===== src/rtl/ahb_lite_bus_arbiter_if.sv =====
// Signal bundle shared by the two AHB-Lite masters, the muxed slave side of
// the SoC bus and the arbiter. The arbiter connects through the slave
// modport: to each master it looks like a slave port, and it drives the
// shared bus address/data phase. The master modport is the environment's
// view: it drives both masters' requests and the muxed slave response.
interface ahb_lite_bus_arbiter_if #(
   parameter int W = 32
);
   // Master 0 (Cortex-M0, default owner) request and return path
   logic [1:0]   HTRANS_M0;
   logic [W-1:0] HADDR_M0;
   logic         HWRITE_M0;
   logic [2:0]   HSIZE_M0;
   logic [2:0]   HBURST_M0;
   logic [3:0]   HPROT_M0;
   logic         HMASTLOCK_M0;
   logic [W-1:0] HWDATA_M0;
   logic         HREADY_M0;
   logic         HRESP_M0;
   logic [W-1:0] HRDATA_M0;

   // Master 1 (DMA/MMA loader) request and return path
   logic [1:0]   HTRANS_M1;
   logic [W-1:0] HADDR_M1;
   logic         HWRITE_M1;
   logic [2:0]   HSIZE_M1;
   logic [2:0]   HBURST_M1;
   logic [3:0]   HPROT_M1;
   logic         HMASTLOCK_M1;
   logic [W-1:0] HWDATA_M1;
   logic         HREADY_M1;
   logic         HRESP_M1;
   logic [W-1:0] HRDATA_M1;

   // Muxed slave response coming back from the bus mux
   logic         HREADY;
   logic         HRESP;
   logic [W-1:0] HRDATA;

   // Shared bus address/data phase driven by the arbiter
   logic [1:0]   HTRANS;
   logic [W-1:0] HADDR;
   logic         HWRITE;
   logic [2:0]   HSIZE;
   logic [2:0]   HBURST;
   logic [3:0]   HPROT;
   logic         HMASTLOCK;
   logic [W-1:0] HWDATA;
   logic         HMASTER;
   logic         STARVE;

   modport slave (
      input  HTRANS_M0, HADDR_M0, HWRITE_M0, HSIZE_M0, HBURST_M0, HPROT_M0,
             HMASTLOCK_M0, HWDATA_M0,
      input  HTRANS_M1, HADDR_M1, HWRITE_M1, HSIZE_M1, HBURST_M1, HPROT_M1,
             HMASTLOCK_M1, HWDATA_M1,
      input  HREADY, HRESP, HRDATA,
      output HREADY_M0, HRESP_M0, HRDATA_M0,
      output HREADY_M1, HRESP_M1, HRDATA_M1,
      output HTRANS, HADDR, HWRITE, HSIZE, HBURST, HPROT, HMASTLOCK,
             HWDATA, HMASTER, STARVE
   );

   modport master (
      output HTRANS_M0, HADDR_M0, HWRITE_M0, HSIZE_M0, HBURST_M0, HPROT_M0,
             HMASTLOCK_M0, HWDATA_M0,
      output HTRANS_M1, HADDR_M1, HWRITE_M1, HSIZE_M1, HBURST_M1, HPROT_M1,
             HMASTLOCK_M1, HWDATA_M1,
      output HREADY, HRESP, HRDATA,
      input  HREADY_M0, HRESP_M0, HRDATA_M0,
      input  HREADY_M1, HRESP_M1, HRDATA_M1,
      input  HTRANS, HADDR, HWRITE, HSIZE, HBURST, HPROT, HMASTLOCK,
             HWDATA, HMASTER, STARVE
   );
endinterface


===== src/rtl/ahb_lite_bus_arbiter.sv =====
// Two-master AHB-Lite arbiter for the shared SoC bus. M0 is the default
// owner after reset; M1 is the DMA/MMA loader. Ownership only moves at an
// accepted, unlocked IDLE address phase of the current owner, so bursts
// (including open-ended INCR) are never split. The non-owner is stalled via
// its HREADY until granted, and the time it spends waiting is counted so a
// starvation flag can be raised.
module ahb_lite_bus_arbiter #(
   parameter int W        = 32,
   parameter int MAX_WAIT = 64,
   parameter int CNT_W    = 8
) (
   input  logic                 HCLK,
   input  logic                 HRESET,
   ahb_lite_bus_arbiter_if.slave bus
);

   typedef enum logic {
      OWNER_M0 = 1'b0,
      OWNER_M1 = 1'b1
   } owner_e;

   localparam logic [1:0]       HTRANS_IDLE = 2'b00;
   localparam logic [CNT_W-1:0] WAIT_LIMIT  = CNT_W'(MAX_WAIT);
   localparam logic [CNT_W-1:0] WAIT_SAT    = {CNT_W{1'b1}};

   owner_e           grant;
   owner_e           data_owner;
   logic [CNT_W-1:0] wait_cnt;
   logic             starve_q;

   logic [1:0]       owner_htrans;
   logic             owner_lock;
   logic             req_other;
   logic             handover;

   logic [W-1:0]     haddr_mux;
   logic [W-1:0]     hwdata_mux;

   // Pick out the current owner's transfer type and lock, and whether the
   // master that does not own the bus is asking for it.
   always_comb begin
      owner_htrans = bus.HTRANS_M0;
      owner_lock   = bus.HMASTLOCK_M0;
      req_other    = bus.HTRANS_M1[1];
      if (grant == OWNER_M1) begin
         owner_htrans = bus.HTRANS_M1;
         owner_lock   = bus.HMASTLOCK_M1;
         req_other    = bus.HTRANS_M0[1];
      end
   end

   // BUSY is deliberately not a handover point: only a completed, unlocked
   // IDLE of the owner with the other master waiting moves the grant.
   assign handover = bus.HREADY && (owner_htrans == HTRANS_IDLE) &&
                     !owner_lock && req_other;

   // Arbitration state: address owner, data-phase owner, wait counter and
   // the registered starvation flag. Parking keeps the last owner.
   always_ff @(posedge HCLK) begin
      if (HRESET) begin
         grant      <= OWNER_M0;
         data_owner <= OWNER_M0;
         wait_cnt   <= '0;
         starve_q   <= 1'b0;
      end else begin
         if (handover) begin
            grant <= (grant == OWNER_M0) ? OWNER_M1 : OWNER_M0;
         end

         if (bus.HREADY) begin
            data_owner <= grant;
         end

         if (handover || !req_other) begin
            wait_cnt <= '0;
         end else if (wait_cnt != WAIT_SAT) begin
            wait_cnt <= wait_cnt + CNT_W'(1);
         end

         starve_q <= (wait_cnt >= WAIT_LIMIT);
      end
   end

   // Address/control phase follows the registered grant.
   always_comb begin
      bus.HTRANS    = bus.HTRANS_M0;
      haddr_mux     = bus.HADDR_M0;
      bus.HWRITE    = bus.HWRITE_M0;
      bus.HSIZE     = bus.HSIZE_M0;
      bus.HBURST    = bus.HBURST_M0;
      bus.HPROT     = bus.HPROT_M0;
      bus.HMASTLOCK = bus.HMASTLOCK_M0;
      if (grant == OWNER_M1) begin
         bus.HTRANS    = bus.HTRANS_M1;
         haddr_mux     = bus.HADDR_M1;
         bus.HWRITE    = bus.HWRITE_M1;
         bus.HSIZE     = bus.HSIZE_M1;
         bus.HBURST    = bus.HBURST_M1;
         bus.HPROT     = bus.HPROT_M1;
         bus.HMASTLOCK = bus.HMASTLOCK_M1;
      end
   end

   // Write data lags the address by one accepted phase, so it follows the
   // data-phase owner rather than the grant.
   always_comb begin
      hwdata_mux = bus.HWDATA_M0;
      if (data_owner == OWNER_M1) begin
         hwdata_mux = bus.HWDATA_M1;
      end
   end

   assign bus.HADDR   = haddr_mux;
   assign bus.HWDATA  = hwdata_mux;
   assign bus.HMASTER = grant;
   assign bus.STARVE  = starve_q;

   // Only the address owner sees the bus ready; the other master is held off.
   assign bus.HREADY_M0 = (grant == OWNER_M0) && bus.HREADY;
   assign bus.HREADY_M1 = (grant == OWNER_M1) && bus.HREADY;

   // Responses belong to whichever master's data phase is on the bus.
   assign bus.HRESP_M0 = (data_owner == OWNER_M0) && bus.HRESP;
   assign bus.HRESP_M1 = (data_owner == OWNER_M1) && bus.HRESP;

   assign bus.HRDATA_M0 = bus.HRDATA;
   assign bus.HRDATA_M1 = bus.HRDATA;

endmodule


===== src/flat_wrapper.sv =====
// flat-port wrapper written by rule: the top's interface ports become plain ports
module ahb_lite_bus_arbiter_flat 
#(
   parameter int W        = 32,
   parameter int MAX_WAIT = 64,
   parameter int CNT_W    = 8
)
  (HCLK, HRESET, bus_HTRANS_M0, bus_HADDR_M0, bus_HWRITE_M0, bus_HSIZE_M0, bus_HBURST_M0, bus_HPROT_M0, bus_HMASTLOCK_M0, bus_HWDATA_M0, bus_HTRANS_M1, bus_HADDR_M1, bus_HWRITE_M1, bus_HSIZE_M1, bus_HBURST_M1, bus_HPROT_M1, bus_HMASTLOCK_M1, bus_HWDATA_M1, bus_HREADY, bus_HRESP, bus_HRDATA, bus_HREADY_M0, bus_HRESP_M0, bus_HRDATA_M0, bus_HREADY_M1, bus_HRESP_M1, bus_HRDATA_M1, bus_HTRANS, bus_HADDR, bus_HWRITE, bus_HSIZE, bus_HBURST, bus_HPROT, bus_HMASTLOCK, bus_HWDATA, bus_HMASTER, bus_STARVE);
  ahb_lite_bus_arbiter_if #(.W(W)) bus_i ();
  input  logic HCLK;
  input  logic HRESET;
  input wire logic [$bits(bus_i.HTRANS_M0)-1:0] bus_HTRANS_M0;
  input wire logic [$bits(bus_i.HADDR_M0)-1:0] bus_HADDR_M0;
  input wire logic [$bits(bus_i.HWRITE_M0)-1:0] bus_HWRITE_M0;
  input wire logic [$bits(bus_i.HSIZE_M0)-1:0] bus_HSIZE_M0;
  input wire logic [$bits(bus_i.HBURST_M0)-1:0] bus_HBURST_M0;
  input wire logic [$bits(bus_i.HPROT_M0)-1:0] bus_HPROT_M0;
  input wire logic [$bits(bus_i.HMASTLOCK_M0)-1:0] bus_HMASTLOCK_M0;
  input wire logic [$bits(bus_i.HWDATA_M0)-1:0] bus_HWDATA_M0;
  input wire logic [$bits(bus_i.HTRANS_M1)-1:0] bus_HTRANS_M1;
  input wire logic [$bits(bus_i.HADDR_M1)-1:0] bus_HADDR_M1;
  input wire logic [$bits(bus_i.HWRITE_M1)-1:0] bus_HWRITE_M1;
  input wire logic [$bits(bus_i.HSIZE_M1)-1:0] bus_HSIZE_M1;
  input wire logic [$bits(bus_i.HBURST_M1)-1:0] bus_HBURST_M1;
  input wire logic [$bits(bus_i.HPROT_M1)-1:0] bus_HPROT_M1;
  input wire logic [$bits(bus_i.HMASTLOCK_M1)-1:0] bus_HMASTLOCK_M1;
  input wire logic [$bits(bus_i.HWDATA_M1)-1:0] bus_HWDATA_M1;
  input wire logic [$bits(bus_i.HREADY)-1:0] bus_HREADY;
  input wire logic [$bits(bus_i.HRESP)-1:0] bus_HRESP;
  input wire logic [$bits(bus_i.HRDATA)-1:0] bus_HRDATA;
  output wire logic [$bits(bus_i.HREADY_M0)-1:0] bus_HREADY_M0;
  output wire logic [$bits(bus_i.HRESP_M0)-1:0] bus_HRESP_M0;
  output wire logic [$bits(bus_i.HRDATA_M0)-1:0] bus_HRDATA_M0;
  output wire logic [$bits(bus_i.HREADY_M1)-1:0] bus_HREADY_M1;
  output wire logic [$bits(bus_i.HRESP_M1)-1:0] bus_HRESP_M1;
  output wire logic [$bits(bus_i.HRDATA_M1)-1:0] bus_HRDATA_M1;
  output wire logic [$bits(bus_i.HTRANS)-1:0] bus_HTRANS;
  output wire logic [$bits(bus_i.HADDR)-1:0] bus_HADDR;
  output wire logic [$bits(bus_i.HWRITE)-1:0] bus_HWRITE;
  output wire logic [$bits(bus_i.HSIZE)-1:0] bus_HSIZE;
  output wire logic [$bits(bus_i.HBURST)-1:0] bus_HBURST;
  output wire logic [$bits(bus_i.HPROT)-1:0] bus_HPROT;
  output wire logic [$bits(bus_i.HMASTLOCK)-1:0] bus_HMASTLOCK;
  output wire logic [$bits(bus_i.HWDATA)-1:0] bus_HWDATA;
  output wire logic [$bits(bus_i.HMASTER)-1:0] bus_HMASTER;
  output wire logic [$bits(bus_i.STARVE)-1:0] bus_STARVE;
  assign bus_i.HTRANS_M0 = bus_HTRANS_M0;
  assign bus_i.HADDR_M0 = bus_HADDR_M0;
  assign bus_i.HWRITE_M0 = bus_HWRITE_M0;
  assign bus_i.HSIZE_M0 = bus_HSIZE_M0;
  assign bus_i.HBURST_M0 = bus_HBURST_M0;
  assign bus_i.HPROT_M0 = bus_HPROT_M0;
  assign bus_i.HMASTLOCK_M0 = bus_HMASTLOCK_M0;
  assign bus_i.HWDATA_M0 = bus_HWDATA_M0;
  assign bus_i.HTRANS_M1 = bus_HTRANS_M1;
  assign bus_i.HADDR_M1 = bus_HADDR_M1;
  assign bus_i.HWRITE_M1 = bus_HWRITE_M1;
  assign bus_i.HSIZE_M1 = bus_HSIZE_M1;
  assign bus_i.HBURST_M1 = bus_HBURST_M1;
  assign bus_i.HPROT_M1 = bus_HPROT_M1;
  assign bus_i.HMASTLOCK_M1 = bus_HMASTLOCK_M1;
  assign bus_i.HWDATA_M1 = bus_HWDATA_M1;
  assign bus_i.HREADY = bus_HREADY;
  assign bus_i.HRESP = bus_HRESP;
  assign bus_i.HRDATA = bus_HRDATA;
  assign bus_HREADY_M0 = bus_i.HREADY_M0;
  assign bus_HRESP_M0 = bus_i.HRESP_M0;
  assign bus_HRDATA_M0 = bus_i.HRDATA_M0;
  assign bus_HREADY_M1 = bus_i.HREADY_M1;
  assign bus_HRESP_M1 = bus_i.HRESP_M1;
  assign bus_HRDATA_M1 = bus_i.HRDATA_M1;
  assign bus_HTRANS = bus_i.HTRANS;
  assign bus_HADDR = bus_i.HADDR;
  assign bus_HWRITE = bus_i.HWRITE;
  assign bus_HSIZE = bus_i.HSIZE;
  assign bus_HBURST = bus_i.HBURST;
  assign bus_HPROT = bus_i.HPROT;
  assign bus_HMASTLOCK = bus_i.HMASTLOCK;
  assign bus_HWDATA = bus_i.HWDATA;
  assign bus_HMASTER = bus_i.HMASTER;
  assign bus_STARVE = bus_i.STARVE;
  ahb_lite_bus_arbiter #(.W(W), .MAX_WAIT(MAX_WAIT), .CNT_W(CNT_W)) u_core (.HCLK(HCLK), .HRESET(HRESET), .bus(bus_i));
endmodule

===== config.mk =====
export PLATFORM = sky130hd
export DESIGN_NAME = ahb_lite_bus_arbiter_flat
export DESIGN_NICKNAME = d
export VERILOG_FILES = /design/src/rtl/ahb_lite_bus_arbiter_if.sv /design/src/rtl/ahb_lite_bus_arbiter.sv /design/src/flat_wrapper.sv
export SDC_FILE = /design/constraint.sdc
export NUM_CORES = 1
export LEC_CHECK = 0
export BUFFER_PORTS_ARGS = -buffer_cell sky130_fd_sc_hd__buf_2
export CAP_MARGIN = 5
export CORE_AREA = 2 2 130 132
export DETAILED_ROUTE_END_ITERATION = 6
export DIE_AREA = 0 0 132 134
export PLACE_DENSITY = 0.42
export SLEW_MARGIN = 15
export SYNTH_ARGS = -nofsm -noshare
export SYNTH_HDL_FRONTEND = slang
export SYNTH_SLANG_ARGS = --single-unit

===== constraint.sdc =====
create_clock -name HCLK -period 3.4 [get_ports HCLK]
set_input_delay 0.51 -clock HCLK [delete_from_list [all_inputs] [get_ports HCLK]]
set_output_delay 0.51 -clock HCLK [all_outputs]
set_load 0.03 [all_outputs]

==> metrics.txt, run 1 <==
Reg-to-Reg Start=u_core.bus.HMASTER; Seq/Total Area, Yosys=about 11%; Final nets=580; Hold WC Path Type=reg2reg; Hold Path Cell Cnt=2; antenna-violating nets left=0; Cell Chain, Critical Path=mux2_2 -> buf_2; Min Hold Slack=just over 500 ps; hold_buf cts=0; main combinational cell family by area after synthesis=multiplexers; grt ovf=0; Synth Area in XOR/XNOR=0%; first-pass GRT wire length=about 12000 µm; Worst slew margin=approximately 24%; area grow syn2layout=51.6%; Post-Syn Instances=roughly 220; row cnt=47; Fillers=roughly 1900; post-synthesis adder-cell area fraction=less than 1%; setup TNS=0 ps; DR pass1 iterations=4; RePlAce Congestion=0.898; beginning of the worst hold path=u_core.wait_cnt[6]; Crit. End Element=primary output; Worst Reg2Reg Path Length in Cells=3; FF+latch count, synth=11; ant diodes=0; final setup fails=0; Final HPWL DP=7510 µm; MaxCap Viol Count=0; syn_area_per_cell=9.20 µm²; Slew Viols, Final=0; CP peak stage delay=approximately 1100 ps; Ys Warns=0; Simple-Gate Fraction of Synth Area=~11%; met2 usage=14.1%; LEAKAGE=around 1.5 nW; crit-path max FO=just over 50; CP top delay family=flip-flops; clock-pin transition on the worst setup and hold timing paths=40 ps; CTS H-tree lvls=1; count of cell types in the netlist=29; Vias=roughly 2100; initial antenna violation count=0; compound-gate portion of the synthesized area=4.78%; GRT Util Overall=roughly 8.6%; wire per inst=roughly 14 µm; worst-skew pair later-pin latency=approximately 240 ps; met3 usage=approximately 3.4%; Syn Nets=409; Global Route met1 Usage=a little over a tenth; postcts setup bufs=0; slowest CP cell=dfxtp_2; gr busiest metal=met2; Post-Route WL=roughly 8500 µm; layout cell share with drive strength beyond 1=87.0%; die area=between 15000 and 20000 µm²; final core utilization=18.5%; power per cell area=approximately 230 nW/µm²; # resized after CTS=0; post-synthesis mux area share=between 40% and 50%; cts bufs inserted=3; DRC Markers=0; Storage cell area=approximately 220 µm²; Tmin final=between 2000 and 3000 ps; num ports=340; Critical Path Start Type=register; hold path endpoint=u_core.bus.STARVE; RSZ-0062 raised after global routing=no; chip width=roughly 130 µm; Required @ worst endpoint=approximately 2900 ps; Crit. Startpoint=u_core.bus.HMASTER; core area=between 15000 and 20000 µm²; IO buf count=243; clock root cell=clkbuf_16; Reg2Reg Capture Point=u_core.wait_cnt[6]; Longest Clk Path Bufs=2; Worst VDD drop=between 0.0001 and 0.00015 V; Arrival @ worst endpoint=around 2000 ps; period utilization=between 70% and 80%; largest net degree at the start of global routing=52; Crit Path Category=reg2out; Worst Path Buf+Inv=1; Via density=about 3.5; Multi-input gate area=about 1200 µm²; Layout Skew=3.89 ps; Starting Density=between 10% and 20%; status=completed; reg2reg setup slack=1340 ps; DRT iter0 DRCs=~100; Die Ht=around 130 µm; vias in the first global route=about 2200; Synth Cell Area=1990 µm²; Slew @ Worst Pin=1130 ps; final hold violation count=0; Max Freq=~400 MHz; Num Clock Sinks=11; CTS tree=built
flip-flops by register name (all words and copies together), names as in the netlist:
name	count
u_core.wait_cnt	8
u_core.bus.STARVE	1
u_core.bus.HMASTER	1
u_core.data_owner	1
cell usage after synthesis:
master	n	area, µm²
mux2i_1	1	10.0
and2_1	3	18.8
buf_4	64	480
or4_4	1	11.3
nand3_1	2	10.0
inv_1	1	3.75
clkbuf_1	3	11.3
and2_2	1	7.51
dfxtp_1	11	220
ha_1	1	12.5
nand4_1	3	18.8
nor4b_1	2	17.5
nor3b_2	1	12.5
a31oi_1	1	6.26
nor2_1	6	22.5
nor3_2	4	40.0
buf_2	10	50.1
nor2b_1	1	6.26
a21oi_1	7	35.0
and3_1	1	6.26
nand2_1	2	7.51
and4_1	3	26.3
a211oi_2	2	25.0
o21ai_0	2	10.0
a41oi_1	1	8.76
a21bo_2	1	10.0
buf_6	1	11.3
nor3_1	2	10.0
mux2_2	78	878
cell usage in the layout, fill, tap and decap left out, types with 2 or more instances in the layout:
| cell | Yosys | routed |
|---|---|---|
| a211oi_2 | 2 | 2 |
| nand3_1 | 2 | 2 |
| nor3_2 | 4 | 4 |
| nand4_1 | 3 | 3 |
| nand2_1 | 2 | 2 |
| and4_1 | 3 | 3 |
| nor3_1 | 2 | 2 |
| clkbuf_16 | 0 | 3 |
| mux2_2 | 78 | 78 |
| dfxtp_1 | 11 | 10 |
| buf_2 | 10 | 243 |
| o21ai_0 | 2 | 2 |
| nor4b_1 | 2 | 2 |
| nor2_1 | 6 | 6 |
| and2_1 | 3 | 3 |
| a21oi_1 | 7 | 7 |
metal layers:
layer	vias to the layer above	routed length, µm
met5	-	0
met4	0	95
met3	16	834
met2	115	4050
met1	974	3490
li1	1043	-
worst max path at each step:
stage	cells past startpoint	to	slack, ps
after CTS	2	bus_HADDR[2]	920
after detailed placement	2	bus_HADDR[2]	1170
after global placement	2	bus_HADDR[2]	1210
after global routing	2	bus_HADDR[2]	810
after floorplan	4	bus_HADDR[24]	1360
final	2	bus_HADDR[2]	900
tightest hold or removal path: cells and delay by family (launching register included):
family / cells / cell delay, ps
flops: 1 / 320
simple gates: 2 / 150
power breakdown:
part | leakage, nW | internal [W] | total, W | switching, W
logic | 1.34 | 0.000150 | 0.000347 | 0.000197
registers | 0.0894 | 0.000131 | 0.000137 | 0.00000544
clock network | 0.0382 | 0.000157 | 0.000212 | 0.0000548
total | 1.46 | 0.000438 | 0.000696 | 0.000258
layout make-up:
cell class | instances | share of cell area [%]
Sequential cell | 11 | 7.35
Clock buffer | 4 | 2.62
Inverter | 1 | 0.125
Tap cell | 220 | 9.13
Multi-Input combinational cell | 126 | 40.2
Timing Repair Buffer | 244 | 40.6
stage by stage:
| stage | worst slack (ps) | cell area [µm²] | total power [W] | cells |
|---|---|---|---|---|
| after CTS | 922 | 3010 | 0.000703 | 606 |
| after floorplan | 1360 | 1990 | 0.000473 | 216 |
| after global routing | 814 | 3010 | 0.000729 | 606 |
| after global placement | 1210 | 2940 | 0.000486 | 602 |
| after detailed placement | 1170 | 2940 | 0.000487 | 602 |
| final | 895 | 3010 | 0.000696 | 606 |
kinds of logic (layout without fill, tap and decap cells):
logic type | count (synthesis) | in the layout
multiplexers | 79 | 79
buffers and inverters | 79 | 249
AND/OR/NAND/NOR | 32 | 32
AO/OA/AOI/OAI | 14 | 14
flip-flops | 11 | 11
adder cells (fa/ha/maj) | 1 | 1
(Power assumes the default switching activity.)
==> run 2: changes to the inputs <==
ABC_AREA = 1   (was default)
CORE_AREA = 2 2 131 133   (was 2 2 130 132)
DIE_AREA = 0 0 133 135   (was 0 0 132 134)
PLACE_DENSITY = 0.44   (was 0.42)
clock period = 2.1 ns   (was 3.4 ns; I/O delays follow)
==> run 2 against run 1 <==
  * Clock skew down 2.7 ps
  * Synthesized cell count up 52%
  * Worst setup slack worse by 620 ps
  * Largest cell class unchanged
  * Non-clock buffer count up 2
  * Highest routed layer unchanged
  * Combinational power up 69%
  * Area after synthesis up 0.57%
  * Register-to-register slack worse by 650 ps
  * Power up 66%
  * Critical path depth up 1
  * Via count up 18%
==> metrics.txt, run 2 <==
IO buf count=243 (unchanged); Num Clock Sinks=11 (unchanged); top post-synthesis cells by area=nand2_1 29%, buf_4 24%, mux2_2 18% (was mux2_2 44%, buf_4 24%, dfxtp_1 11%); area grow syn2layout=54.1% (was 51.6%); crit-path max FO=30 (was 51); Main synth FF type=dfxtp_1 (unchanged); Hold WC Path Type=in2reg (was reg2reg); Fillers=1869 (was 1852); Slew Viols, Final=0 (unchanged); LEAKAGE=1.78 nW (was 1.46 nW); worst-skew pair later-pin latency=240 ps (about the same); Longest Clk Path Bufs=2 (unchanged); grt ovf=0 (unchanged); dominant cell type by area after synthesis=nand2_1 (was mux2_2); Ys Warns=0 (unchanged); Critical Path Start Type=register (unchanged); Layout Skew=1.17 ps (was 3.89 ps); Reg-to-Reg Start=u_core.bus.HMASTER (unchanged); beginning of the worst hold path=HRESET (was u_core.wait_cnt[6]); Multi-input gate area=1190 µm² (was 1210 µm²); Synth Cell Area=2000 µm² (was 1990 µm²); DRC Markers=0 (unchanged); FF+latch count, synth=11 (unchanged); vias in the first global route=2206 (was 2190); Max Freq=~550 MHz; Arrival @ worst endpoint=1510 ps (was 1990 ps); # resized after CTS=0 (unchanged); antenna-violating nets left=0 (unchanged); Synth top area share=28.7% (was 44.2%); Worst VDD drop=0.000132 V (was 0.000142 V); Final nets=694 (was 580); CTS tree=built (unchanged); reg2reg setup slack=690 ps (was 1340 ps); die area=18000 µm² (was 17700 µm²); Largest register FFs=8 (unchanged); count of cell types in the netlist=22 (was 29); GRT Util Overall=7.86% (was 8.61%); Final HPWL DP=6930 µm (was 7510 µm); Reg2Reg Capture Point=u_core.wait_cnt[2] (was u_core.wait_cnt[6]); MaxCap Viol Count=0 (unchanged); initial antenna violation count=1 (was 0); Post-synth EDFFs=0 (unchanged); Vias=2525 (was 2148); num ports=340 (unchanged); Storage cell area=221 µm² (unchanged); DR pass1 iterations=3 (was 4); largest net degree at the start of global routing=52 (unchanged); post-layout worst setup margin=275 ps (was 895 ps); RePlAce Congestion=0.677 (was 0.898); Starting Density=12.2% (about the same); Crit. End Element=primary output (unchanged); Final Non-Filler Cells=721 (was 606); Seq/Total Area, Yosys=11.0% (was 11.1%); clock root cell=clkbuf_16 (unchanged); RSZ-0062 raised after global routing=no (unchanged); Worst Reg2Reg Path Length in Cells=8 (was 3); Hold Path Cell Cnt=2 (unchanged); CTS H-tree lvls=1 (unchanged); Design Area, Final=3080 µm² (was 3010 µm²); pre-CTS WS=522 ps (was 1170 ps); Placed Area=3000 µm² (was 2940 µm²); chip width=133 µm (was 132 µm); wire per inst=11.3 µm (was 14.0 µm); clock-pin transition on the worst setup and hold timing paths=40 ps (about the same); most flop-heavy register=u_core.wait_cnt (unchanged); layout cell share with drive strength beyond 1=58.6% (was 87.0%); hold_buf cts=0 (unchanged); Slew @ Worst Pin=328 ps (was 1130 ps); hold path endpoint=u_core.data_owner (was u_core.bus.STARVE); DRT iter0 DRCs=63 (was 104); asr flop ratio synth=0% (unchanged); power per cell area=375 nW/µm² (was 231 nW/µm²); period utilization=about 87%; synth cell count leaders=153 x nand2_1, 64 x buf_4, 32 x mux2_2 (was 78 x mux2_2, 64 x buf_4, 11 x dfxtp_1); Die Ht=135 µm (was 134 µm); Worst slew margin=78.0% (was 24.4%); postcts setup bufs=0 (unchanged); Syn Nets=521 (was 409); core area=16400 µm² (was 16300 µm²); row cnt=47 (unchanged); DP Cell Count=716 (was 602); commonest non-fill, non-tap cells in the layout=243 x buf_2, 153 x nand2_1, 32 x mux2_2, 15 x nor2_1 (was 243 x buf_2, 78 x mux2_2, 10 x dfxtp_1, 7 x a21oi_1, 6 x nor2_1); commonest non-fill, non-tap cell in the layout=buf_2 (unchanged); Post-Route WL=8120 µm (was 8470 µm); final hold violation count=0 (unchanged); most numerous cell in the Yosys netlist=nand2_1 (was mux2_2); Post-Syn Instances=328 (was 216); final core utilization=18.8% (was 18.5%); syn_area_per_cell=6.10 µm² (was 9.20 µm²); status=completed (unchanged); Tmin final=roughly 1800 ps; first-pass GRT wire length=11000 µm (was 12100 µm); Crit Path Category=reg2out (unchanged); Via density=3.50 (was 3.54); final setup fails=0 (unchanged); Required @ worst endpoint=1780 ps (was 2890 ps); setup TNS=0 ps (unchanged); cts bufs inserted=3 (unchanged)
==> run 2: report_power, final <==
part	switching (W)	total [W]	internal, W
Combinational	0.000355	0.000586	0.000231
Clock	0.0000981	0.000354	0.000255
Sequential	0.00000291	0.000215	0.000213
==> run 2: final cells by class <==
| cell class | count | area share (%) |
|---|---|---|
| antenna | 1 | 0.0812 |
| tap | 220 | 8.93 |
| timing repair buffer | 246 | 41.4 |
| clock buffer | 4 | 2.56 |
| multi-input combinational | 228 | 38.5 |
| inverter | 11 | 1.34 |
| sequential | 11 | 7.19 |
==> run 2: critical path: stages (launching register included) <==
cell and delay, ps:
dfxtp_1 480, buf_12 240, mux2_2 370, buf_2 180
==> run 2: per-layer routing <==
layer	up-vias	part of all wire, %	global-route usage [%]
met3	24	13	2.29
met4	0	4.0	4.78
li1	1291	-	-
met2	195	50	15.3
met1	1015	33	7.18
met5	-	0	0
==> run 2: cell families after synthesis <==
logic type	Yosys count	share of synthesized area (%)
xor gates and xnor gates	3	1.31
DFF	11	11.0
muxes	32	18.0
adders and majority gates	1	0.626
buffers and inverters	89	29.7
and+or+nand+nor	185	37.4
AOI/OAI and AO/OA	7	1.94
==> run 2: worst max path at each step <==
stage / startpoint / end
3_5_place_dp: u_core.data_owner / bus_HWDATA[24]
6_report: u_core.data_owner / bus_HWDATA[24]
5_1_grt: u_core.data_owner / bus_HWDATA[24]
2_1_floorplan: u_core.bus.HMASTER / bus_HADDR[22]
4_1_cts: u_core.data_owner / bus_HWDATA[24]
3_3_place_gp: u_core.data_owner / bus_HWDATA[7]
==> run 2: metrics by stage <==
stage | hold slack, ps | total power (W)
CTS | 366 | 0.00118
floorplan | 384 | 0.000778
global route | 379 | 0.00122
global placement | 481 | 0.000813
detailed placement | 481 | 0.000813
finish | 366 | 0.00116
==> run 3: changes to the inputs <==
PLACE_DENSITY = 0.42   (was 0.44)
SETUP_SLACK_MARGIN = 0.15   (was default)
SKIP_LAST_GASP = 1   (was default)
clock period = 1.8 ns   (was 2.1 ns; I/O delays follow)
==> run 3 against run 2 <==
  * Hold slack worse by 78 ps
  * Sequential cell count stayed put
  * Combinational power is 19% higher
  * Critical path depth stayed put
  * Final cell count is 0.55% higher
  * Clock-buffer cell count is 1 lower
  * Sequential share of layout area hardly changed
  * Via count is 1.5% higher
  * Die area stayed put
  * Non-clock buffer count is 5 higher
  * Clock power is 19% higher
  * Global-route usage is 0.64 points higher
  * Critical path type unchanged
  * Critical endpoint is now bus_HWDATA[3]
  * Largest cell class unchanged
  * Largest power group unchanged
  * Highest routed layer unchanged
==> metrics.txt, run 3 (synthesized netlist as in run 2, its figures left out) <==
Final nets=699 (was 694); CTS tree=built (unchanged); clock-pin transition on the worst setup and hold timing paths=50 ps (was 40 ps); Arrival @ worst endpoint=1340 ps (was 1510 ps); num ports=340 (unchanged); Max Freq=621 MHz; DRC Markers=0 (unchanged); Worst Path Buf+Inv=2 (unchanged); instance count on the critical path=3 (unchanged); crit-path max FO=14 (was 30); ant diodes=0 (was 1); most flop-heavy register=u_core.wait_cnt (unchanged); vias in the first global route=2392 (was 2206); Hold Path Cell Cnt=2 (unchanged); final hold violation count=0 (unchanged); Largest register FFs=8 (unchanged); pre-CTS WS=359 ps (was 522 ps); die area=18000 µm² (unchanged); row cnt=47 (unchanged); Post-Route WL=8760 µm (was 8120 µm); Clk pwr share=30.9% (was 30.6%); post-layout worst setup margin=189 ps (was 275 ps); DRT iter0 DRCs=101 (was 63); Longest Clk Path Bufs=2 (unchanged); Tmin final=around 1600 ps; layout cell share with drive strength beyond 1=59.6% (was 58.6%); slowest CP cell=dfxtp_4 (was dfxtp_1); MaxCap Viol Count=0 (unchanged); Sw Share=40.4% (was 39.5%); DR pass1 iterations=4 (was 3); wire per inst=12.1 µm (was 11.3 µm); Multi-input gate area=1190 µm² (about the same); part of the power in combinational logic=50.9% (was 50.8%); Required @ worst endpoint=1530 ps (was 1780 ps); CP peak stage delay=380 ps (was 480 ps); power per cell area=432 nW/µm² (was 375 nW/µm²); Starting Density=12.2% (unchanged); LEAKAGE=1.82 nW (was 1.78 nW); Die Ht=135 µm (unchanged); CTS H-tree lvls=1 (unchanged); CP top delay family=flip-flops (unchanged); Cell Chain, Critical Path=buf_12 -> mux2_2 -> buf_2 (unchanged); Int Power=0.000816 W (was 0.000699 W); final setup fails=0 (unchanged); Vias=2563 (was 2525); Slew @ Worst Pin=368 ps (was 328 ps); Crit. End Element=primary output (unchanged); grt ovf=0 (unchanged); Final HPWL DP=7070 µm (was 6930 µm); Worst VDD drop=0.000265 V (was 0.000132 V); sequential share of power=18.2% (was 18.6%); clock root cell=clkbuf_16 (unchanged); Worst Reg2Reg Path Length in Cells=7 (was 8); Crit Path Category=reg2out (unchanged); antenna-violating nets left=0 (unchanged); Worst slew margin=75.4% (was 78.0%); RePlAce Congestion=0.699 (was 0.677); Layout Skew=2.85 ps (was 1.17 ps); period utilization=between 80% and 90%; Num Clock Sinks=11 (unchanged); RSZ-0062 raised after global routing=no (unchanged); worst-skew pair later-pin latency=240 ps (about the same); reg2reg setup slack=410 ps (was 690 ps); status=completed (unchanged); chip width=133 µm (unchanged); Slew Viols, Final=0 (unchanged); Hold WC Path Type=in2reg (unchanged); switching pwr=0.000553 W (was 0.000456 W); Storage cell area=228 µm² (was 221 µm²); Via density=3.54 (was 3.50); commonest non-fill, non-tap cell in the layout=buf_2 (unchanged); Critical Path Start Type=register (unchanged); first-pass GRT wire length=11800 µm (was 11000 µm); setup TNS=0 ps (unchanged); core area=16400 µm² (unchanged); IO buf count=243 (unchanged); GRT Util Overall=8.50% (was 7.86%); Fillers=1839 (was 1869); cts bufs inserted=3 (unchanged); postcts setup bufs=0 (unchanged); area grow syn2layout=58.6% (was 54.1%); initial antenna violation count=0 (was 1); commonest non-fill, non-tap cells in the layout=243 x buf_2, 152 x nand2_1, 32 x mux2_2, 15 x nor2_1, 10 x inv_1 (was 243 x buf_2, 153 x nand2_1, 32 x mux2_2, 15 x nor2_1); largest net degree at the start of global routing=52 (unchanged)
run 3: per-layer routing:
metal  track usage (%)  part of all wire [%]
met5                 0                     0
met4              6.51                   5.9
met3              2.36                    12
met2              16.6                    50
met1              7.32                    33
run 3: cell type report:
cell class | count | share of cell area, %
clock inverter | 1 | 0.158
tap | 220 | 8.68
multi-input combinational | 228 | 37.5
inverter | 11 | 1.46
sequential | 11 | 7.18
timing repair buffer | 251 | 42.7
clock buffer | 3 | 2.37
run 3: worst paths after layout:
path | start | to
setup reg to reg | u_core.wait_cnt[0] | u_core.wait_cnt[1]
hold reg to reg | u_core.wait_cnt[1] | u_core.wait_cnt[1]
setup / recovery | u_core.data_owner | bus_HWDATA[3]
hold / removal | HRESET | u_core.data_owner
run 3: through the flow:
stage | util [%] | cell area [µm²] | total power (W) | std cells | hold WS [ps]
global placement | 18.4 | 3020 | 0.000954 | 719 | 483
detailed placement | 18.4 | 3020 | 0.000951 | 719 | 481
floorplan | - | 2000 | 0.000908 | 328 | 339
finish | 19.3 | 3170 | 0.00137 | 725 | 288
CTS | 18.9 | 3110 | 0.00139 | 723 | 302
global route | 19.3 | 3170 | 0.00145 | 725 | 312
run 3: repair_timing:
item	in CTS	in global routing
endpoints found under the hold margin	0	0
setup endpoints to repair	38	32
gates resized for setup	2	5
hold buffers	0	0
gates cloned	0	2
run 3: power groups by stage:
stage	sequential, W	clock (W)	combinational (W)
5_1_grt	0.000250	0.000451	0.000747
6_report	0.000250	0.000423	0.000696
3_3_place_gp	0.000255	0	0.000698
4_1_cts	0.000251	0.000444	0.000699
2_1_floorplan	0.000256	0	0.000652
3_5_place_dp	0.000255	0	0.000695
